==> src/rtl/ax_rm3.sv <==
// ax_rm3: registered 8x8 unsigned approximate recursive multiplier (AxRM variant 3).
// Low-significance 2x2 sub-products use a cell that maps 3x3 to 7; the rest are exact.
module ax_rm3 (
    input  logic        clk,
    input  logic        rst,
    input  logic        in_valid,
    input  logic [7:0]  a,
    input  logic [7:0]  b,
    output logic        out_valid,
    output logic [15:0] Y
);

    localparam int unsigned OP_W   = 8;
    localparam int unsigned HALF_W = OP_W / 2;
    localparam int unsigned DIG_W  = HALF_W / 2;
    localparam int unsigned CELL_W = 2 * DIG_W;
    localparam int unsigned BLK_W  = 2 * HALF_W;
    localparam int unsigned RES_W  = 2 * OP_W;
    localparam int unsigned ACC_W  = RES_W + 1;

    // Exact 2x2 cell.
    function automatic logic [CELL_W-1:0] mul_e2(input logic [DIG_W-1:0] x,
                                                 input logic [DIG_W-1:0] y);
        return CELL_W'(x) * CELL_W'(y);
    endfunction

    // Approximate 2x2 cell: 3x3 yields 7, every other pair is exact.
    function automatic logic [CELL_W-1:0] mul_a2(input logic [DIG_W-1:0] x,
                                                 input logic [DIG_W-1:0] y);
        if (x == DIG_W'(3) && y == DIG_W'(3)) begin
            return CELL_W'(7);
        end
        return mul_e2(x, y);
    endfunction

    function automatic logic [CELL_W-1:0] mul_2x2(input logic [DIG_W-1:0] x,
                                                  input logic [DIG_W-1:0] y,
                                                  input logic            approx);
        return approx ? mul_a2(x, y) : mul_e2(x, y);
    endfunction

    // 4x4 block; approx_ll selects the cell for LL, approx_hi for LH/HL/HH.
    function automatic logic [BLK_W-1:0] mul_4x4(input logic [HALF_W-1:0] x,
                                                 input logic [HALF_W-1:0] y,
                                                 input logic             approx_ll,
                                                 input logic             approx_hi);
        logic [BLK_W-1:0] ll;
        logic [BLK_W-1:0] lh;
        logic [BLK_W-1:0] hl;
        logic [BLK_W-1:0] hh;
        ll = BLK_W'(mul_2x2(x[DIG_W-1:0],      y[DIG_W-1:0],      approx_ll));
        lh = BLK_W'(mul_2x2(x[DIG_W-1:0],      y[HALF_W-1:DIG_W], approx_hi));
        hl = BLK_W'(mul_2x2(x[HALF_W-1:DIG_W], y[DIG_W-1:0],      approx_hi));
        hh = BLK_W'(mul_2x2(x[HALF_W-1:DIG_W], y[HALF_W-1:DIG_W], approx_hi));
        return ll + ((lh + hl) << DIG_W) + (hh << HALF_W);
    endfunction

    logic [BLK_W-1:0] ll8_c;
    logic [BLK_W-1:0] lh8_c;
    logic [BLK_W-1:0] hl8_c;
    logic [BLK_W-1:0] hh8_c;
    logic [ACC_W-1:0] acc_c;

    logic [RES_W-1:0] y_d;
    logic [RES_W-1:0] y_q;
    logic             out_valid_d;
    logic             out_valid_q;

    // Combinational product: M4A on the low pair, M4P on the cross pairs, M4E on the high pair.
    always_comb begin
        ll8_c = mul_4x4(a[HALF_W-1:0],    b[HALF_W-1:0],    1'b1, 1'b1);
        lh8_c = mul_4x4(a[HALF_W-1:0],    b[OP_W-1:HALF_W], 1'b1, 1'b0);
        hl8_c = mul_4x4(a[OP_W-1:HALF_W], b[HALF_W-1:0],    1'b1, 1'b0);
        hh8_c = mul_4x4(a[OP_W-1:HALF_W], b[OP_W-1:HALF_W], 1'b0, 1'b0);
        acc_c = ACC_W'(ll8_c)
              + ((ACC_W'(lh8_c) + ACC_W'(hl8_c)) << HALF_W)
              + (ACC_W'(hh8_c) << OP_W);
    end

    always_comb begin
        y_d         = y_q;
        out_valid_d = in_valid;
        if (in_valid) begin
            y_d = RES_W'(acc_c);
        end
    end

    always_ff @(posedge clk) begin
        if (rst) begin
            y_q         <= '0;
            out_valid_q <= 1'b0;
        end else begin
            y_q         <= y_d;
            out_valid_q <= out_valid_d;
        end
    end

    assign Y         = y_q;
    assign out_valid = out_valid_q;

endmodule

==> config.mk <==
export PLATFORM = sky130hd
export DESIGN_NAME = ax_rm3
export DESIGN_NICKNAME = d
export VERILOG_FILES = /design/src/rtl/ax_rm3.sv
export SDC_FILE = /design/constraint.sdc
export NUM_CORES = 1
export LEC_CHECK = 0
export CORE_MARGIN = 1
export CORE_UTILIZATION = 40
export DETAILED_ROUTE_END_ITERATION = 7
export PLACE_DENSITY = 0.69
export SLEW_MARGIN = 30
export SYNTH_ARGS = -nofsm -noshare
export SYNTH_HDL_FRONTEND = slang
export SYNTH_SLANG_ARGS = --single-unit
==> constraint.sdc <==
create_clock -name clk -period 6.86 [get_ports clk]
set_clock_uncertainty 0.1 [all_clocks]
set_input_delay 0.686 -clock clk [delete_from_list [all_inputs] [get_ports clk]]
set_output_delay 0.686 -clock clk [all_outputs]
set_load 0.1 [all_outputs]
# Yosys cells after proc, flatten, opt, wreduce, memory -nomap -nowiden
# Index checks and enable logic that the tools add are counted.
# classes
n_shift	0
addsub	15
n_mul	16
magnitude_cmp	0
bitwise_logic	0
eq_ne	6
muxes	18
reduce_logical	6
n_div	0
# ops
cell	count
2-bit by 2-bit multiplier with 4-bit output	16
4-bit 2-to-1 mux	12
4-bit by 7-bit adder with 8-bit output	4
8-bit adder	4
4-bit by 4-bit adder with 5-bit output	4
14-bit by 16-bit adder with 16-bit output	1
8-bit by 13-bit adder with 14-bit output	1
2-bit equality test (second input constant)	6
8-bit by 8-bit adder with 9-bit output	1
1-bit logical AND	6
1-bit 2-to-1 mux	6
# totals
word_cells	63
inputBits	19
n_memories	0
output_inout_bits	17
latchBits	0
mem_bits_rw	0
regBits	17
mem_bits_ro	0

# Logic depth before layout (Yosys ltp)
# Gate-level depths: netlist of the first run.
# logic_depth
depth_word	9
ltp_mapped	23
mapped_depth_nobuf	22

# Worst setup path after synthesis of the first run
# OpenSTA, ideal clock, no wires.
# synth_timing
path_kind	in2reg
startpoint	input port b[1]
endpoint	register y_q[15] (netlist: Y[15])
path_stages	19
setup_slack_ns	1.295
arrival_ns	5.376
n_path_buf	1
required_ns	6.672
path_cell_list	clkbuf_1 nand2_1 fa_1 inv_1 ha_1 ha_1 fa_1 ha_1 a21o_1 a21oi_1 xnor2_1 ha_1 o41ai_1 xnor2_1 ha_1 a21o_1 a221o_1 a311o_1 a311oi_2
# synth_between
elab_chain_cells	9
# synth_rtl
item	line_no	source
start, declared	8	input logic [7:0] b,
parallel branches: the longest is 7 deep, another holds 8-bit by 8-bit adder with 9-bit output	--	
8-bit by 13-bit adder with 14-bit output *	76	+ ((ACC_W'(lh8_c) + ACC_W'(hl8_c)) << HALF_W)
14-bit by 16-bit adder with 16-bit output *	77	+ (ACC_W'(hh8_c) << OP_W);
end signal, assigned	93	y_q <= y_d;
end, declared	65	logic [RES_W-1:0] y_q;
# Mark *: on every way between the ends.
# A chain may end at the register's enable or synchronous reset.

# Worst setup path in the final report of the first run
# layout_timing
startpoint	input port b[4]
endpoint	register y_q[15] (netlist: Y[15])
# layout_between
elab_chain_cells	9
# layout_rtl
item	line_no
parallel branches: the longest is 8 deep, another holds 8-bit by 13-bit adder with 14-bit output	--
14-bit by 16-bit adder with 16-bit output *	77
# Marked as above.

==> flow_summary.yaml, run 1 <==
run_status:
  status: "finished, final reports clean"
sta:
  tightest_slew_ps: 973
  relSlewSlack_pct: 34.9
  fmax_mhz: 162
  hold_viol_final: 0
  min_period_ps: 6160
  setup_slack_ps: 697
  setup_viol: 0
  fin_tns_setup_ps: 0
  holdWs_ps: 368
  drv_slew: 0
  rsz0062_at_grt: "no"
  post-route-period-util_pct: 89.8
logic_synthesis:
  yosys.area.top_type: "ha_1"
  ys_seq_area_share_pct: 9.76
  syn_area_mm2: 0.00349
  yosys_warnings: 0
  synth_cell_types: 45
  syn_avg_cell_area_um2: 8.46
  syn_inst: 412
  ys_ff_latch: 17
  synth_most_common_cell: "ha_1"
  yosys_most_used_dff: "dfxtp_1"
  synth_edf_count: 0
  synth_top_area_share_pct: 30.2
  async_reset_ff_share_pct: 0
  netlist_top_cells_count: "ha_1 (84), and2_1 (53), inv_1 (43), a21oi_1 (26)"
  synth_area_leaders: "ha_1 (30%), dfxtp_1 (9.8%), fa_1 (9.8%), and2_1 (9.5%), xnor2_1 (5.8%)"
  syn-num-nets: 532
pwr:
  power.density_mw_per_mm2: 266
  peakVddDrop_mv: 0.138
  power_leakage_nw: 2.10
  finalPower_mw: 1.07
final_layout:
  insertedDiodeCount: 0
  final_cell_area_mm2: 0.00403
  multi_input_area_mm2: 0.00295
  seq_area_um2: 340
  syn_to_final_growth_pct: 15.6
  fin_nets: 571
  stdcell_count: 555
  fillers: 813
  drive_gt1_share_pct: 3.11
  final_util_pct: 48.3
floorplanning:
  rows: 33
  die_area_mm2: 0.00909
  core_area_mm2: 0.00834
  die_width_um: 95.4
  die_h_um: 95.4
  pin_count: 36
  start_util_pct: 41.8
worst_setup_path:
  critPathMaxFanout: 9
  reg2regPathDepth: 2
  cpMostUsedCell: "ha_1"
  setup.worst_path.start_class: "input port"
  crit_arrival_ps: 6220
  cp_cell_sequence: "clkdlybuf4s50_1 > nand2_1 > fa_1 > inv_1 > ha_1 > ha_1 > fa_1 > ha_1 > a21o_1 > a21oi_1 > xnor2_1 > ha_1 > o41ai_1 > xnor2_1 > ha_1 > a21o_1 > a221o_1 > a311o_1 > a311oi_2"
  critPathCaptureType: "flop"
  cpPeakStageDelay_ps: 700
  r2r_slack_ps: 5980
  timing.rr.end: "Y[15]"
  required_ps: 6910
  r2r_start: "Y[15]"
  path_class: "input port to flop"
  slowest_stage: "clkdlybuf4s50_1"
routing:
  firstDrtPassIters: 7
  wire_per_inst_um: 12.9
  drtAntennaViolNets: 0
  wirelength_mm: 7.15
  drt_first_iter_violations: 44
  vias: 2848
  vias_per_cell: 5.13
  route.detailed.drc: 0
cts:
  cts_max_level: 1
  root_buffer: "clkbuf_8"
  clk_pin_slew_worst_paths_ps: 60
  clk_path_buf_depth: 2
  cts_tree: "yes"
  postCtsHoldBufs: 0
  postCtsSetupRepairBufs: 0
  post_cts_resize_count: 0
  worstSkewPairLatency_ps: 250
  cts_sinks: 17
  cts_made_buffers: 3
grt:
  gr-usage-all-layers_pct: 17.1
  grt_pass1_wl_mm: 12.4
  grt_pass1_vias: 2799
  grt.overflow.total: 0
  grt_max_degree: 26
  antenna_found_initial: 0
placement:
  dpl_cell_area_mm2: 0.00399
  dp_cells: 551
  dp_hpwl_mm: 6.27
  gp_congestion: 0.818
  numPortBuffers: 35
  place_ws_ps: 461
worst_hold_path:
  min_from: "Y[0]"
  holdPathEnd: "Y[0]"
  whs_path_depth: 2
  hp-class: "flop to flop"
run:
  drv_cap: 0
## power breakdown
group	total, mW	internal, mW	switching, mW	leakage [nW]
clock network	0.0723	0.0412	0.0311	0.0228
logic	0.863	0.339	0.524	1.94
registers	0.137	0.124	0.0124	0.140
total	1.07	0.504	0.568	2.10
## critical path: cells and delay by family
kind / cells / cell delay [ps]
compound gates: 7 / 2020
simple gates: 1 / 130
fa+ha+maj: 7 / 2430
xor+xnor: 2 / 220
buf+inv: 2 / 740
## state kept, by name, indices dropped and copies added, names as in the netlist
name	cells
Y	16
out_valid	1
## routing by layer
| metal | GRT usage (%) | vias to the layer above | share of wire [%] |
|---|---|---|---|
| met5 | 0 | - | 0 |
| met3 | 0.957 | 6 | 2.1 |
| met4 | 3.54 | 0 | 0.74 |
| li1 | - | 1481 | - |
| met1 | 21.9 | 1324 | 49 |
| met2 | 31.1 | 37 | 48 |
## cells in the final DEF (no fill, tap or decap), types with 2 or more instances in the layout
| master | instances |
|---|---|
| nand3b_1 | 3 |
| ha_1 | 84 |
| nor3_1 | 3 |
| and2_1 | 53 |
| o21ai_0 | 4 |
| clkbuf_8 | 3 |
| o21ai_1 | 2 |
| nand4_1 | 5 |
| xor2_1 | 6 |
| a21o_1 | 14 |
| o211ai_1 | 2 |
| inv_1 | 43 |
| buf_4 | 7 |
| a21oi_1 | 26 |
| mux2i_1 | 6 |
| nand2_1 | 23 |
| xnor2_1 | 23 |
| a311o_1 | 2 |
| fa_1 | 17 |
| o21bai_1 | 7 |
| nor2b_1 | 4 |
| nor2_1 | 16 |
| nand3_1 | 3 |
| clkdlybuf4s50_1 | 34 |
| o21a_1 | 2 |
| nand2b_1 | 20 |
| dfxtp_1 | 17 |
## kinds of logic (layout without fill, tap and decap cells)
kind of cell,after synthesis,after routing,synth area share (%)
AO/OA/AOI/OAI,73,73,14.3
XOR/XNOR,29,29,7.29
adder cells (fa/ha/maj),101,101,39.9
buffers and inverters,52,90,5.60
flip-flops,17,17,9.76
multiplexers,7,7,2.05
AND/OR/NAND/NOR,133,133,21.1
## worst max-delay path by stage
stage | from | endpoint
detailed placement | b[4] | Y[15]
CTS | b[4] | Y[15]
global route | b[4] | Y[15]
floorplan | b[1] | Y[15]
global placement | b[4] | Y[15]
finish | b[4] | Y[15]
## cell type report
class                           instances  area share (%)
Clock buffer                            4            1.12
Inverter                               44            4.10
Multi-Input combinational cell        343            73.2
Sequential cell                        17            8.44
Tap cell                              105            3.26
Timing Repair Buffer                   42            9.87
Note: power is estimated with default switching activity, not from simulation.
==> inputs of run 2 (changes only) <==
--- a/config.mk
+++ b/config.mk
@@ -9,7 +9,8 @@
 export CORE_UTILIZATION = 40
 export DETAILED_ROUTE_END_ITERATION = 7
 export PLACE_DENSITY = 0.69
-export SLEW_MARGIN = 30
+export RECOVER_POWER = 25
+export SLEW_MARGIN = 20
 export SYNTH_ARGS = -nofsm -noshare
 export SYNTH_HDL_FRONTEND = slang
 export SYNTH_SLANG_ARGS = --single-unit
==> flow_summary.yaml, run 2 (same netlist as run 1, synthesis figures left out) <==
pwr:
  seqPwrFrac_pct: 12.8
  power_leakage_nw: 2.12
  finalPower_mw: 1.07
  peakVddDrop_mv: 0.138
  comb_power_share_pct: 80.5
  p_int_uw: 502
  pwr-share-clk_pct: 6.8
  power.switching_uw: 568
  switching_share_pct: 53.1
  power.density_mw_per_mm2: 265
cts:
  cts_made_buffers: 3
  postCtsHoldBufs: 0
  clk_pin_slew_worst_paths_ps: 60
  post_cts_resize_count: 0
  cts_max_level: 1
  postCtsSetupRepairBufs: 0
  cts_tree: "yes"
  cts_sinks: 17
  clk_path_buf_depth: 2
  root_buffer: "clkbuf_8"
  worstSkewPairLatency_ps: 250
sta:
  fin_tns_setup_ps: 0
  tightest_slew_ps: 997
  fmax_mhz: 162
  post-route-period-util_pct: 89.8
  hold_viol_final: 0
  setup_viol: 0
  min_period_ps: 6160
  rsz0062_at_grt: "no"
  holdWs_ps: 368
  relSlewSlack_pct: 33.3
  drv_slew: 0
worst_setup_path:
  required_ps: 6910
  cp_top_family: "adder cells"
  path_class: "input port to flop"
  cpMostUsedCell: "ha_1"
  crit_arrival_ps: 6220
  setup.worst_path.start_class: "input port"
  slowest_stage: "clkdlybuf4s50_1"
  cpPeakStageDelay_ps: 700
  r2r_slack_ps: 5960
  critPathCaptureType: "flop"
  critPathMaxFanout: 9
  cp_cell_sequence: "clkdlybuf4s50_1 > nand2_1 > fa_1 > inv_1 > ha_1 > ha_1 > fa_1 > ha_1 > a21o_1 > a21oi_1 > xnor2_1 > ha_1 > o41ai_1 > xnor2_1 > ha_1 > a21o_1 > a221o_1 > a311o_1 > a311oi_2"
  timing.critical_path.buf_inv: 2
grt:
  grt.overflow.total: 0
  grt_pass1_vias: 2799
  grt_max_degree: 26
  gr-usage-all-layers_pct: 17.1
  grt_pass1_wl_mm: 12.4
  antenna_found_initial: 0
floorplanning:
  die_h_um: 95.4
  rows: 33
  pin_count: 36
  die_width_um: 95.4
  start_util_pct: 41.8
  die_area_mm2: 0.00909
  core_area_mm2: 0.00834
placement:
  gp_congestion: 0.818
  dp_hpwl_mm: 6.27
  numPortBuffers: 35
final_layout:
  final_common_cell: "ha_1"
  final_cell_mix: "ha_1 (84), and2_1 (53), inv_1 (43)"
  syn_to_final_growth_pct: 15.8
  fin_nets: 571
  insertedDiodeCount: 0
  drive_gt1_share_pct: 2.89
  largest_reg_flops: 16
routing:
  vias: 2847
  vias_per_cell: 5.13
  wire_per_inst_um: 12.9
  firstDrtPassIters: 7
  drtAntennaViolNets: 0
  route.detailed.drc: 0
  wirelength_mm: 7.15
  drt_first_iter_violations: 44
run:
  drv_cap: 0
worst_hold_path:
  hp-class: "flop to flop"
run_status:
  status: "finished, final reports clean"
[run 2: cell count changes in the layout (fill, tap and decap cells not counted)]
cell             previous run  this run
clkdlybuf4s50_1            34        29
buf_2                       1         0
dlygate4sd3_1               0         6
[run 2: worst reg2reg max path, cell delays in order, from the launching register on]
cell and delay [ps]:
dfxtp_1 350, nor2_1 70, a311oi_2 280
[run 2: area by class of cell]
cell class	instances	area, um^2
fill	813	4310
clock buffer	4	45.0
multi-input combinational	343	2950
sequential	17	340
tap	105	131
inverter	44	165
timing repair buffer	42	403
[run 2: power by group through the flow]
stage | clock network [mW] | registers (mW) | logic, mW
floorplan | 0 | 0.313 | 0.512
global placement | 0 | 0.138 | 0.842
detailed placement | 0 | 0.139 | 0.859
CTS | 0.0737 | 0.137 | 0.866
global route | 0.0784 | 0.140 | 0.954
finish | 0.0723 | 0.136 | 0.861
[run 2: final timing paths]
path,start,endpoint,depth (start not counted)
setup reg to reg,Y[15],Y[15],2
hold / removal,Y[0],Y[0],2
setup / recovery,b[4],Y[15],19
hold reg to reg,Y[0],Y[0],2
[run 2: layer usage]
| metal | vias up | wire (um) | GRT usage, % |
|---|---|---|---|
| li1 | 1481 | - | - |
| met1 | 1323 | 3490 | 21.9 |
| met2 | 37 | 3460 | 31.1 |
| met3 | 6 | 147 | 0.957 |
| met4 | 0 | 53 | 3.54 |
| met5 | - | 0 | 0 |
[run 2: stage by stage]
stage                     util, %  worst slack (ps)  std cells  area, um^2
after floorplan                 -              1300        412        3490
after global placement       47.8               636        551        3990
after detailed placement     47.8               461        551        3990
after CTS                    48.4               707        555        4040
after global routing         48.4               411        555        4040
final                        48.4               697        555        4040
==> inputs of run 3 (changes only) <==
==> constraint.sdc (replaced) <==
create_clock -name clk -period 7 [get_ports clk]
set_clock_uncertainty 0.1 [all_clocks]
set_input_delay 0.7 -clock clk [delete_from_list [all_inputs] [get_ports clk]]
set_output_delay 0.7 -clock clk [all_outputs]
set_load 0.1 [all_outputs]
==> flow_summary.yaml, run 3 (same netlist as run 1, synthesis figures left out) <==
run_status:
  status: "finished, final reports clean"
final_layout:
  drive_gt1_share_pct: 2.46
  multi_input_area_mm2: 0.00295
  fin_nets: 569
  insertedDiodeCount: 0
  fillers: 816
  syn_to_final_growth_pct: 15.3
  final_cell_area_mm2: 0.00402
  largest_reg_flops: 16
  final_cell_mix: "ha_1 (84), and2_1 (53), inv_1 (43)"
  final_common_cell: "ha_1"
  seq_area_um2: 340
grt:
  grt_max_degree: 26
  met3_usage_pct: 0.239
  gr-usage-all-layers_pct: 17.3
  grt_pass1_wl_mm: 12.7
  antenna_found_initial: 0
  grt_util_met2_pct: 31.0
  grt_use_met1_pct: 23.1
  grt-busiest-layer: "met2"
  grt.overflow.total: 0
  grt_pass1_vias: 2859
pwr:
  comb_power_share_pct: 80.5
  power_leakage_nw: 2.11
  peakVddDrop_mv: 0.152
  p_int_uw: 492
  power.density_mw_per_mm2: 261
  switching_share_pct: 53.1
  pwr-share-clk_pct: 6.8
  seqPwrFrac_pct: 12.7
  power.switching_uw: 557
worst_setup_path:
  crit_arrival_ps: 6160
  path_class: "input port to flop"
  critPathCaptureType: "flop"
  slowest_stage: "clkdlybuf4s50_1"
  critPathMaxFanout: 9
  cpMostUsedCell: "ha_1"
  required_ps: 7060
  cp_top_family: "adder cells"
  cpPeakStageDelay_ps: 650
  setup.worst_path.start_class: "input port"
  timing.critical_path.buf_inv: 2
  cp_cell_sequence: "clkdlybuf4s50_1 > nand2_1 > fa_1 > inv_1 > ha_1 > ha_1 > fa_1 > ha_1 > a21o_1 > a21oi_1 > xnor2_1 > ha_1 > o41ai_1 > xnor2_1 > ha_1 > a21o_1 > a221o_1 > a311o_1 > a311oi_2"
floorplanning:
  start_util_pct: 41.8
  core_area_mm2: 0.00834
  rows: 33
  die_h_um: 95.4
  pin_count: 36
  die_area_mm2: 0.00909
  die_width_um: 95.4
sta:
  drv_slew: 0
  fmax_mhz: 164
  tightest_slew_ps: 973
  post-route-period-util_pct: 87.1
  rsz0062_at_grt: "no"
  setup_viol: 0
  min_period_ps: 6100
  fin_tns_setup_ps: 0
  hold_viol_final: 0
  relSlewSlack_pct: 34.9
cts:
  worstSkewPairLatency_ps: 250
  root_buffer: "clkbuf_8"
  clk_pin_slew_worst_paths_ps: 60
  post_cts_resize_count: 0
  postCtsHoldBufs: 0
  cts_sinks: 17
  clk_path_buf_depth: 2
  cts_max_level: 1
  cts_made_buffers: 3
  cts_tree: "yes"
  postCtsSetupRepairBufs: 0
routing:
  vias_per_cell: 5.10
  route.detailed.drc: 0
  drtAntennaViolNets: 0
  firstDrtPassIters: 4
  drt_first_iter_violations: 78
  wirelength_mm: 7.14
  vias: 2821
  wire_per_inst_um: 12.9
run:
  drv_cap: 0
placement:
  dpl_cell_area_mm2: 0.00398
  dp_hpwl_mm: 6.11
  numPortBuffers: 35
  gp_congestion: 0.783
worst_hold_path:
  hp-class: "flop to flop"
## run 3: worst min-delay path: stages, from the launching register on
cell	delay (ps)
dfxtp_1	310
nand2b_1	60
a21oi_1	60
## run 3: area by class of cell
class                   count  share of cell area, %
multi-input cells         343                   73.4
repair buffers             40                   9.65
flip-flops and latches     17                   8.47
inverters                  44                   4.11
well taps                 105                   3.27
clock buffers               4                   1.12
## run 3: per-stage QoR
step           hold WS [ps]  util (%)  setup WS (ps)  instances  power, mW
5_1_grt                 395      48.2            540        553       1.15
4_1_cts                 375      48.2            891        553       1.06
6_report                373      48.2            904        553       1.05
3_3_place_gp            360      47.7            744        549      0.962
3_5_place_dp            364      47.7            644        549      0.978
2_1_floorplan           775         -           1420        412      0.809
## run 3: metal layers
layer  wire length [um]  part of all wire (%)
met1               3590                    50
met2               3340                    47
met3                146                   2.0
met4                 65                  0.91
met5                  0                     0
## run 3: final timing paths
check | start | end | slack (ps) | cells after the start
worst min-delay path | Y[11] | Y[11] | 370 | 2
worst min register to register | Y[11] | Y[11] | 370 | 2
worst max-delay path | b[5] | Y[15] | 900 | 19
worst max register to register | Y[15] | Y[15] | 6130 | 2
## run 3: power by group through the flow
stage	sequential (mW)	clock, mW	combinational (mW)
final	0.133	0.0714	0.845
after global routing	0.136	0.0774	0.934
after CTS	0.134	0.0734	0.849
after detailed placement	0.136	0	0.842
after global placement	0.135	0	0.826
after floorplan	0.307	0	0.502
